<file path="config.mk">
export PLATFORM = sky130hd
export DESIGN_NAME = calendar_display_scan_flat
export DESIGN_NICKNAME = d
export VERILOG_FILES = /design/src/rtl/calendar_display_scan_if.sv /design/src/rtl/calendar_display_scan.sv /design/src/flat_wrapper.sv
export SDC_FILE = /design/constraint.sdc
export NUM_CORES = 1
export LEC_CHECK = 0
export CAP_MARGIN = 40
export CORE_ASPECT_RATIO = 0.8
export CORE_MARGIN = 3
export CORE_UTILIZATION = 52
export CTS_CLUSTER_SIZE = 8
export DETAILED_ROUTE_END_ITERATION = 10
export GPL_TIMING_DRIVEN = 0
export PLACE_DENSITY_LB_ADDON = 0.05
export SLEW_MARGIN = 15
export SYNTH_ARGS = -nofsm -noshare
export SYNTH_HDL_FRONTEND = slang
export SYNTH_SLANG_ARGS = --single-unit
</file>
<file path="constraint.sdc">
create_clock -name clk -period 10.4 [get_ports clk]
set_clock_uncertainty 0.15 [all_clocks]
set_input_delay 1.56 -clock clk [delete_from_list [all_inputs] [get_ports clk]]
set_output_delay 1.56 -clock clk [all_outputs]
set_load 0.02 [all_outputs]
</file>
<file path="src/rtl/calendar_display_scan_if.sv">
// Date inputs and scanned 7-segment outputs of calendar_display_scan.
// The slave modport is the display block; the master drives the date.
interface calendar_display_scan_if;
    logic [6:0] year;
    logic [4:0] month;
    logic [4:0] day;
    logic [6:0] seg;
    logic [5:0] an;
    logic       dp;
    logic       bcd_valid;

    modport master (output year, month, day, input seg, an, dp, bcd_valid);
    modport slave  (input year, month, day, output seg, an, dp, bcd_valid);
endinterface

</file>
<file path="src/rtl/calendar_display_scan.sv">
// Snapshots year/month/day, converts them to BCD with one shared double-dabble engine and
// scans six 7-segment digits as DD.MM.YY. Define CAL_DISP_BLANK_EN to blank zero day/month tens.
module calendar_display_scan #(
    parameter logic [15:0] REFRESH_DIV    = 16'd50000,
    parameter bit          SEG_ACTIVE_LOW = 1'b1
) (
    input  logic                   clk,
    input  logic                   reset,
    calendar_display_scan_if.slave bus
);
    typedef enum logic [1:0] {StIdle, StConv, StDone} state_e;

    state_e           state_q, state_d;
    logic [6:0]       snap_year_q;
    logic [4:0]       snap_month_q, snap_day_q;
    logic             primed_q;
    logic [1:0]       field_q;
    logic [2:0]       bit_q;
    logic [6:0]       bin_q;
    logic [11:0]      bcd_q;
    logic [7:0]       res_year_q, res_month_q;
    logic [5:0][3:0]  dig_q;
    logic             year_dash_q;
    logic             bcd_valid_q;
    logic [15:0]      cnt_q;
    logic [2:0]       idx_q;
    logic [6:0]       seg_q;
    logic [5:0]       an_q;
    logic             dp_q;

    logic        changed, capture, shift_en, commit, blank;
    logic [11:0] bcd_adj, bcd_next;
    logic [6:0]  bin_next, seg_hi;
    logic [5:0]  an_hi;
    logic        dp_hi;
    logic [3:0]  digit;

    assign changed = !primed_q ||
                     ({bus.year, bus.month, bus.day} != {snap_year_q, snap_month_q, snap_day_q});

    always_ff @(posedge clk or posedge reset) begin
        if (reset) state_q <= StIdle;
        else       state_q <= state_d;
    end

    always_comb begin
        state_d = state_q;
        unique case (state_q)
            StIdle:  if (changed) state_d = StConv;
            StConv:  if (field_q == 2'd2 && bit_q == 3'd6) state_d = StDone;
            StDone:  state_d = StIdle;
            default: state_d = StIdle;
        endcase
    end

    always_comb begin
        capture  = 1'b0;
        shift_en = 1'b0;
        commit   = 1'b0;
        unique case (state_q)
            StIdle:  capture  = changed;
            StConv:  shift_en = 1'b1;
            StDone:  commit   = 1'b1;
            default: ;
        endcase
    end

    // Add-3 correction precedes each shift so no nibble overflows past 9.
    always_comb begin
        bcd_adj = bcd_q;
        for (int i = 0; i < 3; i++) begin
            if (bcd_q[4*i +: 4] >= 4'd5) bcd_adj[4*i +: 4] = bcd_q[4*i +: 4] + 4'd3;
        end
        bcd_next = {bcd_adj[10:0], bin_q[6]};
        bin_next = {bin_q[5:0], 1'b0};
    end

    always_ff @(posedge clk or posedge reset) begin
        if (reset) begin
            snap_year_q  <= '0;
            snap_month_q <= '0;
            snap_day_q   <= '0;
            primed_q     <= 1'b0;
            field_q      <= '0;
            bit_q        <= '0;
            bin_q        <= '0;
            bcd_q        <= '0;
            res_year_q   <= '0;
            res_month_q  <= '0;
            dig_q        <= '0;
            year_dash_q  <= 1'b0;
            bcd_valid_q  <= 1'b0;
        end else begin
            bcd_valid_q <= commit;
            if (capture) begin
                snap_year_q  <= bus.year;
                snap_month_q <= bus.month;
                snap_day_q   <= bus.day;
                bin_q        <= bus.year;
                bcd_q        <= '0;
                field_q      <= '0;
                bit_q        <= '0;
            end else if (shift_en) begin
                if (bit_q == 3'd6 && field_q != 2'd2) begin
                    bcd_q   <= '0;
                    bit_q   <= '0;
                    field_q <= field_q + 2'd1;
                    if (field_q == 2'd0) begin
                        res_year_q <= bcd_next[7:0];
                        bin_q      <= {2'b00, snap_month_q};
                    end else begin
                        res_month_q <= bcd_next[7:0];
                        bin_q       <= {2'b00, snap_day_q};
                    end
                end else begin
                    // Day result stays in bcd_q until the commit cycle.
                    bcd_q <= bcd_next;
                    bin_q <= bin_next;
                    bit_q <= bit_q + 3'd1;
                end
            end
            if (commit) begin
                dig_q       <= {bcd_q[7:0], res_month_q, res_year_q};
                year_dash_q <= (snap_year_q > 7'd99);
                primed_q    <= 1'b1;
            end
        end
    end

    always_ff @(posedge clk or posedge reset) begin
        if (reset) begin
            cnt_q <= '0;
            idx_q <= '0;
        end else if (cnt_q == REFRESH_DIV - 16'd1) begin
            cnt_q <= '0;
            idx_q <= (idx_q == 3'd0) ? 3'd5 : idx_q - 3'd1;
        end else begin
            cnt_q <= cnt_q + 16'd1;
        end
    end

    always_comb begin
        unique case (idx_q)
            3'd5:    digit = dig_q[5];
            3'd4:    digit = dig_q[4];
            3'd3:    digit = dig_q[3];
            3'd2:    digit = dig_q[2];
            3'd1:    digit = dig_q[1];
            default: digit = dig_q[0];
        endcase
    end

`ifdef CAL_DISP_BLANK_EN
    assign blank = (idx_q == 3'd5 || idx_q == 3'd3) && (digit == 4'd0);
`else
    assign blank = 1'b0;
`endif

    always_comb begin
        unique case (digit)
            4'd0:    seg_hi = 7'h3F;
            4'd1:    seg_hi = 7'h06;
            4'd2:    seg_hi = 7'h5B;
            4'd3:    seg_hi = 7'h4F;
            4'd4:    seg_hi = 7'h66;
            4'd5:    seg_hi = 7'h6D;
            4'd6:    seg_hi = 7'h7D;
            4'd7:    seg_hi = 7'h07;
            4'd8:    seg_hi = 7'h7F;
            4'd9:    seg_hi = 7'h6F;
            default: seg_hi = 7'h00;
        endcase
        if (idx_q < 3'd2 && year_dash_q) seg_hi = 7'h40;
        if (blank) seg_hi = 7'h00;
        an_hi = 6'd1 << idx_q;
        dp_hi = (idx_q == 3'd4) || (idx_q == 3'd2);
    end

    always_ff @(posedge clk or posedge reset) begin
        if (reset) begin
            seg_q <= {7{SEG_ACTIVE_LOW}};
            an_q  <= {6{SEG_ACTIVE_LOW}};
            dp_q  <= SEG_ACTIVE_LOW;
        end else begin
            seg_q <= SEG_ACTIVE_LOW ? ~seg_hi : seg_hi;
            an_q  <= SEG_ACTIVE_LOW ? ~an_hi : an_hi;
            dp_q  <= SEG_ACTIVE_LOW ? ~dp_hi : dp_hi;
        end
    end

    assign bus.seg       = seg_q;
    assign bus.an        = an_q;
    assign bus.dp        = dp_q;
    assign bus.bcd_valid = bcd_valid_q;
endmodule
</file>
<file path="src/flat_wrapper.sv">
// flat-port wrapper written by rule: the top's interface ports become plain ports
module calendar_display_scan_flat 
#(
    parameter logic [15:0] REFRESH_DIV    = 16'd50000,
    parameter bit          SEG_ACTIVE_LOW = 1'b1
)
  (clk, reset, bus_year, bus_month, bus_day, bus_seg, bus_an, bus_dp, bus_bcd_valid);
  calendar_display_scan_if bus_i ();
  input  logic clk;
  input  logic reset;
  input wire logic [$bits(bus_i.year)-1:0] bus_year;
  input wire logic [$bits(bus_i.month)-1:0] bus_month;
  input wire logic [$bits(bus_i.day)-1:0] bus_day;
  output wire logic [$bits(bus_i.seg)-1:0] bus_seg;
  output wire logic [$bits(bus_i.an)-1:0] bus_an;
  output wire logic [$bits(bus_i.dp)-1:0] bus_dp;
  output wire logic [$bits(bus_i.bcd_valid)-1:0] bus_bcd_valid;
  assign bus_i.year = bus_year;
  assign bus_i.month = bus_month;
  assign bus_i.day = bus_day;
  assign bus_seg = bus_i.seg;
  assign bus_an = bus_i.an;
  assign bus_dp = bus_i.dp;
  assign bus_bcd_valid = bus_i.bcd_valid;
  calendar_display_scan #(.REFRESH_DIV(REFRESH_DIV), .SEG_ACTIVE_LOW(SEG_ACTIVE_LOW)) u_core (.clk(clk), .reset(reset), .bus(bus_i));
endmodule
</file>
# After elaboration in Yosys (flattened, before gate mapping)

Memories as Yosys holds them, arrays and structs flattened.
Index checks and enable logic that the tools add are counted.

Memories: 1
Logic and storage cells: 98
Bits in registers: 119
Memory bits (read-only): 112
Bits in writable memories: 0
Latch bits: 0

Divide/modulo/power cells: 0
Multiply operators: 0
Add/sub/neg operators: 7
Reduce and logical (&&, ||, !) cells: 15
Magnitude comparators: 5
Mux-type cells: 26
Bitwise gates (word level): 5
Shift operators: 1
Equal/unequal tests: 14

Memories:

| memory          | words | bits a word | rd ports | clocked after Yosys merged registers in | wr ports | RTL line                     | source |
|---|---|---|---|---|---|---|---|
| (no name shown) | 16    | 7           | 1        | 0                                       | 0        | calendar_display_scan.sv:160 | `unique case (digit)` |

Operators with widths:

| kind                                                  | number |
|---|---|
| 2-to-1 mux 12 bit                                     | 3 |
| 2-to-1 mux 7 bit                                      | 4 |
| one-hot mux 4 bit (5 select lines)                    | 1 |
| inequality test 17 bit                                | 1 |
| adder 16 x 1 -> 16 bit, second input constant         | 1 |
| == test 16 bit, second input constant                 | 1 |
| 2-to-1 mux 16 bit                                     | 1 |
| 2-to-1 mux 3 bit                                      | 5 |
| >= comparator 4 x 3 -> 1 bit, second input constant   | 3 |
| 2-to-1 mux 2 bit                                      | 5 |
| == test 3 bit, second input constant                  | 3 |
| adder 4 x 2 -> 4 bit, second input constant           | 2 |
| 2-to-1 mux 4 bit                                      | 2 |
| AND reduction 4 bit                                   | 2 |
| > comparator 7 bit, second input constant             | 1 |
| inverter 7 bit                                        | 1 |
| == test 3 x 2 -> 1 bit, second input constant         | 2 |
| inverter 6 bit                                        | 1 |
| left shift 1 x 3 -> 6 bit, first input constant       | 1 |
| 2-to-1 mux 5 bit                                      | 1 |
| == test 2 bit, second input constant                  | 2 |
| logical NOT 2 bit                                     | 2 |
| inequality test 2 x 1 -> 1 bit, second input constant | 2 |
| one-hot mux 2 bit (2 select lines)                    | 1 |
| other kinds (16)                                      | 25 |

# Depth between registers and ports, before layout

Depth after elaboration: 5
Gate-level depth with buffers: 9
Mapped depth without buffers: 8

# Worst setup path after synthesis

No wires, ideal clock.

Path kind: input -> register
Start point: input bus_month[3]
End point: register u_core.snap_day_q[0]
Cell stages on the path: 6
Setup slack: 7280 ps
Data arrival time: 2845 ps
Cell sequence: xor2_1 nor4_1 and3_4 a211oi_4 buf_6 mux2_2

Longest elaborated chain between the ends: 3

Ends and longest elaborated chain:

| item                   | RTL line                    | source |
|---|---|---|
| start: declaration     | flat_wrapper.sv:12          | `input wire logic [$bits(bus_i.month)-1:0] bus_month;` |
| inequality test 17 bit | calendar_display_scan.sv:39 | `({bus.year, bus.month, bus.day} != {snap_year_q, snap_month_q, snap_day_q});` |
| logical OR 1 bit       | calendar_display_scan.sv:38 | `assign changed = !primed_q \|\|` |
| 2-to-1 mux 1 bit       | calendar_display_scan.sv:60 | `unique case (state_q)` |
| end signal: assignment | calendar_display_scan.sv:98 | `snap_day_q <= bus.day;` |
| end: declaration       | calendar_display_scan.sv:15 | `logic [4:0] snap_month_q, snap_day_q;` |

Every way passes these cells.
A chain may end at the register's enable or synchronous reset.

# Worst setup path after layout

Start point: input bus_year[6]
End point: register u_core.snap_year_q[3]

Longest elaborated chain between the ends: 3

Ends and longest elaborated chain:

| item                   | RTL line                    | source |
|---|---|---|
| start: declaration     | flat_wrapper.sv:11          | `input wire logic [$bits(bus_i.year)-1:0] bus_year;` |
| inequality test 17 bit | calendar_display_scan.sv:39 |  |
| logical OR 1 bit       | calendar_display_scan.sv:38 |  |
| 2-to-1 mux 1 bit       | calendar_display_scan.sv:60 |  |
| end signal: assignment | calendar_display_scan.sv:96 | `snap_year_q <= bus.year;` |
| end: declaration       | calendar_display_scan.sv:14 | `logic [6:0] snap_year_q;` |

Every way passes these cells.

==> run metrics <==
status=complete, no violations; TNS Setup=0 ns; Die W=122 um; Reg clk slew, reported paths=0.05 ns; ys flop type=dfrtp_1; Hold Path Origin=u_core.primed_q; Power Density=281 mW/mm2; clk root buf=clkbuf_16; worst-margin pin slew=0.637 ns; crit path max fanout=10; Die Height=98.5 um; ratio of final minimum period to clock period=33.4%; worst skew pair latency=0.42 ns; Antenna Cells=0; starting density of the core=53.9%; H-tree levels=4; Max transition margin=57.1%; R2R depth=8; CTS sink count=115; GR Util All Layers=20.3%; hold depth=1; ratio of cells with drive above 1 in the final layout=26.2%; RR Startpoint=u_core.idx_q[1]; Mean Syn Cell Area=11.9 um2; Hold EP=u_core.primed_q; synthesized instance count=467; initial antenna violation count=0; Cell Chain, Critical Path=clkdlybuf4s50_1, xor2_1, nor4_1, and3_4, a211oi_4, buf_6, mux2_2; register area share after synthesis=52.0%; r2r setup slk=7.81 ns; Max VDD drop=0.140 mV; max-slew violations=0; core area=0.0103 mm2; Worst path top cell family by delay=buffers and inverters; # DRC=0; row count=33; ys async rst share=100%; Placer Congestion=0.777; Synth-to-Final Area Change=21.1%; Vias=3637; wire per inst=16.4 um; maxcap violations=0; max incr delay on CP=0.54 ns; nets=554; number of gates resized after cts=0; hold-fix buffers at CTS=0; final hold vios=0; vias per inst=5.40; total power=1.89 mW; reg2reg end=u_core.bus.seg[3]; crit path kind=in -> reg; Worst setup EP type=flip-flop; CTS Buf Count=17; post-route ant nets=0; RSZ-0062 raised after global routing=no; Worst EP arrival=3.63 ns; GR Overflow Total=0; synth warn=0; Hold Worst Slack=0.320 ns; input/output buffers=33; leakage power=2.90 nW; crit start category=primary input; Detail Placement HPWL=7780 um; CTS tree=built; min Tclk post-route=3.48 ns; multi-input logic area=0.00248 mm2; largest net degree at the start of global routing=84; number of synthesized flops with an enable pin=0; I/O pins=34; Hold Crit Class=reg -> reg; Achievable Freq=287 MHz; Netlist cell types=54; DRT Wirelength=11100 um; Max Root-Sink Buffers=2; router iterations before antenna repair=4; Required @ worst endpoint=10.55 ns; Worst path slowest cell=clkdlybuf4s50_1; final setup vio count=0; die footprint=0.0120 mm2; synthesis-stage register bit count=115; Reg area=0.00290 mm2; Iter 0 DRT Violations=232; vias in the first global route=3696; Worst Path Buf+Inv=2; # Post-CTS Setup Buffers=0; Post-Syn Nets=500; Synth Cell Area=0.00557 mm2; fillers=804; first-pass GRT wire length=18800 um
state kept, by name (all words and copies together) (netlist names):
name and cells:
u_core.primed_q 1, u_core.bus.an 6, u_core.state_q 2, u_core.res_month_q 8, u_core.bus.seg 7, u_core.bin_q 7, u_core.res_year_q 8, u_core.snap_year_q 7
u_core.bcd_q 8, u_core.snap_day_q 5, u_core.bus.bcd_valid 1, u_core.bit_q 3, u_core.snap_month_q 5, u_core.idx_q 3, u_core.cnt_q 16, u_core.bus.dp 1
u_core.dig_q 24, u_core.field_q 2, u_core.year_dash_q 1
cells by family after synthesis:
| logic type | synth area share (%) |
|---|---|
| buffers and inverters | 3.33 |
| multiplexers | 15.6 |
| adder cells (fa/ha/maj) | 3.15 |
| XOR/XNOR | 5.82 |
| flip-flops | 52.0 |
| AO/OA/AOI/OAI | 8.61 |
| AND/OR/NAND/NOR | 11.5 |
through the flow:
stage               instance area [um2]  setup WS (ns)  instances  utilization [%]
global placement                   6070           4.04        640             58.8
CTS                                6730           6.92        673             65.2
global route                       6740           6.83        674             65.3
detailed placement                 6100           6.49        641             59.1
finish                             6740           6.92        674             65.3
floorplan                          5570           5.67        467                -
layout make-up:
| cell class | instances | area share, % |
|---|---|---|
| buffer | 18 | 1.74 |
| timing repair buffer | 35 | 5.42 |
| multi-input combinational | 316 | 36.9 |
| sequential | 115 | 43.0 |
| clock inverter | 10 | 2.30 |
| inverter | 18 | 1.08 |
| clock buffer | 22 | 7.04 |
| tap | 140 | 2.60 |
how the worst max path moves through the flow:
stage / start / endpoint / slack (ns) / cells past startpoint
after CTS: bus_year[6] / u_core.snap_year_q[3] / 6.92 / 7
after global routing: bus_year[6] / u_core.snap_year_q[4] / 6.83 / 7
after global placement: reset / u_core.res_month_q[5] / 4.04 / 2
after floorplan: reset / u_core.bcd_q[0] / 5.67 / 1
final: bus_year[6] / u_core.snap_year_q[3] / 6.92 / 7
after detailed placement: bus_year[2] / u_core.snap_year_q[3] / 6.49 / 7
power breakdown:
group	internal [mW]	total [mW]	switching [mW]	leakage (nW)
Sequential	0.598	0.702	0.105	1.42
Combinational	0.292	0.574	0.283	1.18
Clock	0.418	0.617	0.199	0.306
Total	1.31	1.89	0.586	2.90
synth_stat cells (6+ instances only):
master,number,area share [%]
dfrtp_1,101,45
mux2_2,63,13
nand2_1,32,2.2
nor2_1,27,1.8
xnor2_1,25,3.9
a21oi_1,23,2.1
o21ai_0,20,1.8
inv_1,18,1.2
dfstp_2,14,6.6
ha_1,14,3.1
nand3_1,12,1.1
xor2_1,12,1.9
mux2i_1,9,1.6
nand2b_1,8,0.90
buf_4,6,0.81
metal layers:
layer	track usage (%)	vias to the layer above	wire length (um)
met5	0	-	0
met4	7.24	0	159
met3	5.28	15	338
met2	31.1	47	5210
met1	28.3	1825	5360
li1	-	1750	-
cell usage in the layout (no fill, tap or decap), drive strengths merged, types with 9 or more instances in the layout:
cell type,count
dfrtp,101
mux2,63
clkdlybuf4s50,33
nand2,32
nor2,28
clkbuf,27
xnor2,25
a21oi,23
o21ai,22
inv,18
buf,15
ha,14
dfstp,14
nand3,12
xor2,12
mux2i,9
nor3,9
No activity file was read; power rests on OpenSTA's default activity.
